==> src/rtl/sipo_collector.sv <==
`default_nettype none
// ============================================================================
//  Module      : sipo_collector
//  Description : Serial-in parallel-out deserializer for the serial adder
//                datapath. Collects an LSB-first serial stream one bit per
//                qualified clock, assembles WIDTH-bit words and presents each
//                completed word on a registered parallel output guarded by a
//                valid/ack handshake. Receive-side counterpart of the
//                parallel-in serial-out operand loader.
//
//  Parameters  :
//    WIDTH      word length in bits (>= 2)
//    CW         bit counter width, $clog2(WIDTH)+1
//
//  Ports       :
//    clk        in   1      rising-edge clock
//    reset_n    in   1      synchronous active-low reset
//    clear      in   1      synchronous abort of the partial word; clears overrun
//    shift      in   1      qualifies d_in for capture this cycle
//    d_in       in   1      serial data bit, LSB first
//    ack        in   1      consumer accepts the word on d_out
//    d_out      out  WIDTH  last completed word
//    valid      out  1      d_out holds an unacknowledged word
//    busy       out  1      partial word in progress (bit_count != 0)
//    bit_count  out  CW     bits collected toward the current word
//    overrun    out  1      sticky: a word completed over an unacknowledged one
//
//  Revision    : 1.0  initial release
// ============================================================================
module sipo_collector #(
  parameter  int WIDTH = 4,
  localparam int CW    = $clog2(WIDTH) + 1
) (
  input  logic             clk,
  input  logic             reset_n,
  input  logic             clear,
  input  logic             shift,
  input  logic             d_in,
  input  logic             ack,
  output logic [WIDTH-1:0] d_out,
  output logic             valid,
  output logic             busy,
  output logic [CW-1:0]    bit_count,
  output logic             overrun
);

  // Counter value at which the next shift completes a word.
  localparam logic [CW-1:0] LAST_BIT = CW'(WIDTH - 1);

  logic [WIDTH-1:0] sr;
  logic [WIDTH-1:0] sr_shifted;
  logic             capture;
  logic             word_done;
  logic [CW-1:0]    count_next;

  // A clear in the same cycle as shift wins, so the bit is dropped.
  assign capture    = shift && !clear;
  assign word_done  = capture && (bit_count == LAST_BIT);

  // New bit enters at the top and moves down, so the first bit received
  // ends up at bit 0 after WIDTH shifts.
  assign sr_shifted = {d_in, sr[WIDTH-1:1]};

  always_comb begin
    count_next = bit_count;
    if (clear) begin
      count_next = '0;
    end else if (capture) begin
      if (word_done) begin
        count_next = '0;
      end else begin
        count_next = bit_count + CW'(1);
      end
    end
  end

  always_ff @(posedge clk) begin
    if (!reset_n) begin
      sr        <= '0;
      bit_count <= '0;
      busy      <= 1'b0;
      d_out     <= '0;
      valid     <= 1'b0;
      overrun   <= 1'b0;
    end else begin
      bit_count <= count_next;
      // busy is registered from the next count so it tracks bit_count exactly.
      busy      <= (count_next != '0);

      if (clear) begin
        sr <= '0;
      end else if (capture) begin
        sr <= sr_shifted;
      end

      if (clear) begin
        overrun <= 1'b0;
      end else if (word_done && valid && !ack) begin
        // Previous word was never taken; it is lost.
        overrun <= 1'b1;
      end

      if (word_done) begin
        // A completing word always leaves valid high, even when ack retires
        // the previous word on this same edge.
        d_out <= sr_shifted;
        valid <= 1'b1;
      end else if (ack) begin
        valid <= 1'b0;
      end
    end
  end

endmodule
`default_nettype wire

==> config.mk <==
export PLATFORM = sky130hd
export DESIGN_NAME = sipo_collector
export DESIGN_NICKNAME = d
export VERILOG_FILES = /design/src/rtl/sipo_collector.sv
export SDC_FILE = /design/constraint.sdc
export NUM_CORES = 1
export LEC_CHECK = 0
export CAP_MARGIN = 20
export CELL_PAD_IN_SITES_DETAIL_PLACEMENT = 1
export CELL_PAD_IN_SITES_GLOBAL_PLACEMENT = 2
export CORE_UTILIZATION = 28
export DETAILED_ROUTE_END_ITERATION = 6
export GPL_ROUTABILITY_DRIVEN = 0
export PLACE_DENSITY_LB_ADDON = 0.1
export SYNTH_ARGS = -nofsm -noshare
export SYNTH_HDL_FRONTEND = slang
export SYNTH_SLANG_ARGS = --single-unit
==> constraint.sdc <==
create_clock -name clk -period 3.7 [get_ports clk]
set_input_delay 0.555 -clock clk [delete_from_list [all_inputs] [get_ports clk]]
set_output_delay 0.555 -clock clk [all_outputs]
set_load 0.01 [all_outputs]
==> results of run 1 <==
[state kept, by name, indices dropped and copies added (netlist names)]
| register | count |
|---|---|
| overrun | 1 |
| busy | 1 |
| d_out | 4 |
| sr | 3 |
| valid | 1 |
| bit_count | 3 |
[per-stage QoR]
| stage | worst slack (ns) | total power [µW] | instance area [µm²] |
|---|---|---|---|
| final | 1.90 | 245 | 713 |
| after detailed placement | 1.63 | 164 | 687 |
| after floorplan | 2.38 | 156 | 532 |
| after CTS | 1.87 | 252 | 713 |
| after global placement | 1.63 | 164 | 687 |
| after global routing | 1.80 | 260 | 713 |
[synth_stat cells (all sizes together)]
cell type / instances
buf: 2
nand2b: 2
o21bai: 1
nand2: 2
nor2: 7
ha: 1
nor2b: 7
dfxtp: 13
a31oi: 1
mux2i: 7
a21oi: 3
and2b: 1
o21a: 1
inv: 2
a32oi: 1
and4bb: 1
clkbuf: 1
[worst max-delay path by stage]
stage                     slack (ns)      endpoint  cells past startpoint          from
final                           1.90  bit_count[2]                      1  bit_count[2]
after CTS                       1.87  bit_count[2]                      1  bit_count[2]
after global placement          1.63      d_out[1]                      4         shift
after floorplan                 2.38      d_out[3]                      5         shift
after global routing            1.80      d_out[2]                      4         shift
after detailed placement        1.63      d_out[2]                      4         shift
[worst min-delay path, stage by stage, from the launching register on]
cell and delay, ns:
dfxtp_1 0.33, a21oi_1 0.04, nor2_1 0.07
[power by group]
part | switching (µW) | internal [µW]
combinational | 7.71 | 10.7
sequential | 1.14 | 141
clock | 42.6 | 41.7
total | 51.4 | 194
[cells by family after synthesis]
| kind of cell | after synthesis | share of synthesized area (%) |
|---|---|---|
| AOI/OAI and AO/OA | 7 | 8.47 |
| DFF | 13 | 48.9 |
| adders and majority gates | 1 | 2.35 |
| muxes | 7 | 13.2 |
| and+or+nand+nor | 20 | 20.7 |
| buffers and inverters | 5 | 6.35 |
[final cells by class]
| cell class | count | area (µm²) | area share (%) |
|---|---|---|---|
| multi-input cells | 35 | 238 | 33.3 |
| well taps | 25 | 31.3 | 4.39 |
| clock buffers | 4 | 26.3 | 3.68 |
| repair buffers | 15 | 150 | 21.1 |
| inverters | 2 | 7.51 | 1.05 |
| flip-flops and latches | 13 | 260 | 36.5 |
[per-layer routing]
metal  vias to the layer above  track usage, %
li1                        209               -
met1                       174            14.5
met2                        13            16.6
met4                         0            3.64
met3                         0            5.95
met5                         -               0
==> reports/metrics.csv, run 1 <==
stage;metric;value;unit
setup_path;CP max stage delay;0.57;ns
clock_tree;CTS tree;built;
clock_tree;H-tree depth;1;
floorplanning;core area;1750;µm²
sta;Min Clock Period, post-route;1.80;ns
synthesis;main area contributors after synthesis;dfxtp_1 (49%), mux2i_1 (13%), nor2b_1 (8.2%), nor2_1 (4.9%), buf_6 (4.2%);
sta;Least-Margin Pin Slew;0.321;ns
global_route;initial antenna violation count;0;
job;maxcap violations;0;
sta;TNS Setup;0;ns
floorplanning;cell row count;15;
hold_path;min-delay src;overrun;
final_layout;area grow syn2layout;34.1;%
synthesis;Synth warnings;0;
synthesis;syn nets;60;
sta;RSZ-0062 raised after global routing;false;
hold_path;WHS Endpoint;overrun;
clock_tree;cts hold-fix bufs;0;
status;outcome;finished, final reports clean;
global_route;largest net degree at the start of global routing;10;
final_layout;nets;77;
detailed_routing;Vias/cell;4.21;
synthesis;area leader, netlist;dfxtp_1;
final_layout;final core occ;40.9;%
clock_tree;setup bufs post-CTS;0;
setup_path;startpoint types;flip-flop;
setup_path;crit path DAT;1.24;ns
clock_tree;CTS Buf Count;3;
detailed_routing;Post-Route WL;997;µm
detailed_routing;per-cell routed wire length;10.6;µm
sta;Final Max Slew Viols;0;
pwr;Pleak;0.000257;µW
place;Cells after DPL;90;
detailed_routing;vias;396;
final_layout;commonest non-fill, non-tap cell in the layout;clkdlybuf4s50_1;
final_layout;non-filler cells, final;94;
detailed_routing;WL met3;56;µm
detailed_routing;max layer used;met3;
setup_path;CP Cell Sequence;clkdlybuf4s50_1;
clock_tree;Clock Path Buffers;2;
synthesis;cell count after synthesis;53;
global_route;total global routing overflow;0;
synthesis;synthesized area per cell;10.0;µm²
synthesis;synthesized area;532;µm²
final_layout;layout cells sized above 1;4.35;%
global_route;GRT Overall Usage;11.4;%
hold_path;hold path cells;2;
setup_path;critical path fanouts, max;6;
pwr;maximum vdd ir drop;0.246;mV
synthesis;Seq/Total Area, Yosys;48.9;%
clock_tree;CTS Sinks;13;
final_layout;number of diodes;0;
sta;max_slew headroom;78.5;%
detailed_routing;Initial DRC Count;4;
pwr;power per cell area;344;nW/µm²
setup_path;CP Capture Type;primary output;
place;Final HPWL DP;758;µm
sta;WHS;0.471;ns
sta;skew final;0.00168;ns
sta;final hold violations;0;
sta;max frequency;0.556;GHz
synthesis;post-synth top area share;48.9;%
setup_path;worst r2r src;bit_count[0];
final_layout;fillcell total;216;
floorplanning;IO Pins;16;
synthesis;Yosys cell types;17;
floorplanning;Chip Height;45.6;µm
setup_path;Top delay family on crit path;buffers and inverters;
final_layout;most frequent cells in the layout;clkdlybuf4s50_1 (15), dfxtp_1 (13), nor2b_1 (7), nor2_1 (7), mux2i_1 (7);
setup_path;Worst path slowest cell;clkdlybuf4s50_1;
clock_tree;root buffer cell;clkbuf_4;
setup_path;RR Endpoint;d_out[1];
setup_path;Req. time, crit path;3.14;ns
detailed_routing;met2 wire length;446;µm
place;port bufs;15;
floorplanning;die area;2080;µm²
detailed_routing;drt pass-1 iters;2;
floorplanning;width of the die;45.6;µm
global_route;vias in the first global route;383;
hold_path;class of the worst hold path;reg -> reg;
clock_tree;CTS resizes;0;
synthesis;Yosys reg bits;13;
clock_tree;worst skew pair latency;0.27;ns
setup_path;WP buf/inv;1;
detailed_routing;DRC;0;
clock_tree;clk slew on worst S/H paths;0.07;ns
sta;Final Setup Violations;0;
setup_path;R2R depth;4;
global_route;global-route wire length before repair;1640;µm
setup_path;internal reg-to-reg setup slack;2.27;ns
floorplanning;initial core utilization;30.5;%
detailed_routing;Metal-1 WL;495;µm
sta;Period Utilization, post-route;48.6;%
detailed_routing;Final ANT Viol Nets;0;
setup_path;WS Path Type;reg -> out;
No activity file was read; power rests on OpenSTA's default activity.
==> run 2, diff against run 1 <==
Settings changed: CORE_UTILIZATION 28 to 23.
Clock period 3.7 ns to 1.45 ns, I/O delays scaled along.
==> run 2 against run 1 <==
Sequential share of layout area fell by 2.1 points. Largest power group unchanged. Clock skew rose by 0.0023 ns. Final area rose by 6.5%. Critical endpoint is now d_out[1]. Highest routed layer is now met4.
==> reports/metrics.csv, run 2 (synthesis results as in run 1) <==
stage;metric;value;unit
setup_path;CP Cell Sequence;clkdlybuf4s50_1;
floorplanning;cell row count;17;
final_layout;most frequent cells in the layout;dfxtp_1 (12), clkdlybuf4s50_1 (12), nor2b_1 (7), nor2_1 (7), mux2i_1 (7);
final_layout;area grow syn2layout;42.8;%
sta;TNS Setup;0;ns
setup_path;Critical Path Stages;1;
final_layout;max reg flops;4;
status;outcome;finished, final reports clean;
pwr;Design Power;645;µW
floorplanning;core area;2190;µm²
detailed_routing;Initial DRC Count;2;
sta;max frequency;0.732;GHz
clock_tree;H-tree depth;1;
place;port bufs;15;
setup_path;Req. time, crit path;1.23;ns
sta;Min Clock Period, post-route;1.37;ns
floorplanning;width of the die;50.1;µm
final_layout;non-filler cells, final;102;
detailed_routing;vias;416;
final_layout;nets;82;
setup_path;internal reg-to-reg setup slack;0.16;ns
final_layout;number of diodes;0;
setup_path;CP Capture Type;primary output;
place;Final HPWL DP;808;µm
pwr;power per cell area;849;nW/µm²
clock_tree;clk slew on worst S/H paths;0.08;ns
floorplanning;die area;2510;µm²
setup_path;startpoint types;flip-flop;
pwr;Logic pwr share;8.3;%
final_layout;Final Instance Area;759;µm²
global_route;initial antenna violation count;0;
clock_tree;CTS Buf Count;3;
setup_path;WS Path Type;reg -> out;
global_route;largest net degree at the start of global routing;9;
sta;max_slew headroom;79.0;%
setup_path;crit path DAT;1.15;ns
clock_tree;CTS tree;built;
pwr;maximum vdd ir drop;0.304;mV
sta;final hold violations;0;
hold_path;hold path cells;2;
clock_tree;setup bufs post-CTS;0;
sta;Final Max Slew Viols;0;
pwr;NetSw;146;µW
pwr;sequential power share;56.3;%
setup_path;R2R depth;4;
clock_tree;Clock Path Buffers;2;
final_layout;layout cells sized above 1;12.2;%
final_layout;Most flops, register;d_out;
hold_path;class of the worst hold path;reg -> reg;
pwr;Pleak;0.000325;µW
clock_tree;worst skew pair latency;0.28;ns
detailed_routing;Post-Route WL;1090;µm
floorplanning;Chip Height;50.1;µm
floorplanning;IO Pins;16;
global_route;total global routing overflow;0;
place;Placement Cell Area;728;µm²
detailed_routing;Final ANT Viol Nets;0;
global_route;global-route wire length before repair;1900;µm
clock_tree;cts hold-fix bufs;0;
pwr;Switching Share;22.7;%
clock_tree;root buffer cell;clkbuf_4;
global_route;GRT Overall Usage;10.4;%
floorplanning;initial core utilization;24.3;%
setup_path;WP buf/inv;1;
setup_path;Top delay family on crit path;buffers and inverters;
setup_path;Worst path slowest cell;clkdlybuf4s50_1;
detailed_routing;Vias/cell;4.08;
sta;Period Utilization, post-route;94.2;%
global_route;vias in the first global route;447;
sta;RSZ-0062 raised after global routing;false;
detailed_routing;per-cell routed wire length;10.6;µm
pwr;internal power;499;µW
pwr;clock power share;35.5;%
setup_path;critical path fanouts, max;2;
setup_path;CP max stage delay;0.54;ns
place;Cells after DPL;98;
clock_tree;CTS Sinks;13;
detailed_routing;drt pass-1 iters;2;
sta;skew final;0.00401;ns
job;maxcap violations;0;
final_layout;Top Registers;d_out x4, bit_count x3, sr x3;
sta;Final Setup Violations;0;
detailed_routing;DRC;0;
sta;Least-Margin Pin Slew;0.315;ns
==> run 2: layout make-up <==
| type | instances | area, µm² |
|---|---|---|
| fill | 253 | 1430 |
| sequential | 13 | 262 |
| timing repair buffer | 20 | 191 |
| multi-input combinational | 35 | 238 |
| clock buffer | 4 | 26.3 |
| inverter | 2 | 7.51 |
| tap | 28 | 35.0 |
==> run 2: path summary, 6_finish.rpt <==
path	to	startpoint
min reg2reg	bit_count[2]	bit_count[2]
max	d_out[1]	d_out[1]
max reg2reg	d_out[3]	bit_count[1]
min	bit_count[2]	bit_count[2]
==> run 2: layer usage <==
| layer | up-vias | part of all wire [%] | wire, µm | GRT usage (%) |
|---|---|---|---|---|
| li1 | 216 | - | - | - |
| met1 | 185 | 53 | 575 | 13.6 |
| met2 | 13 | 40 | 433 | 14.2 |
| met3 | 2 | 5.3 | 57 | 3.09 |
| met4 | 0 | 1.8 | 19 | 7.14 |
| met5 | - | 0 | 0 | 0 |
==> run 2: per-stage QoR <==
stage          setup slack, ns  utilization, %  hold WS, ns
2_1_floorplan            0.178               -        0.335
5_1_grt                 0.0183            34.7        0.499
4_1_cts                 0.0156            34.4        0.475
3_3_place_gp           -0.0900            33.2        0.453
3_5_place_dp           -0.0657            33.2        0.460
6_report                0.0840            34.7        0.468
==> run 2: power by group through the flow <==
stage | combinational [µW] | clock, µW | sequential, µW
2_1_floorplan | 23.9 | 0 | 373
3_3_place_gp | 55.4 | 0 | 371
3_5_place_dp | 54.7 | 0 | 371
4_1_cts | 54.1 | 247 | 363
5_1_grt | 58.3 | 267 | 364
6_report | 53.3 | 229 | 363
==> run 2: timing repair <==
action	in CTS	in global routing
pin swaps	0	0
endpoints found under the setup margin	2	2
gates cloned	0	0
resized for setup	2	2
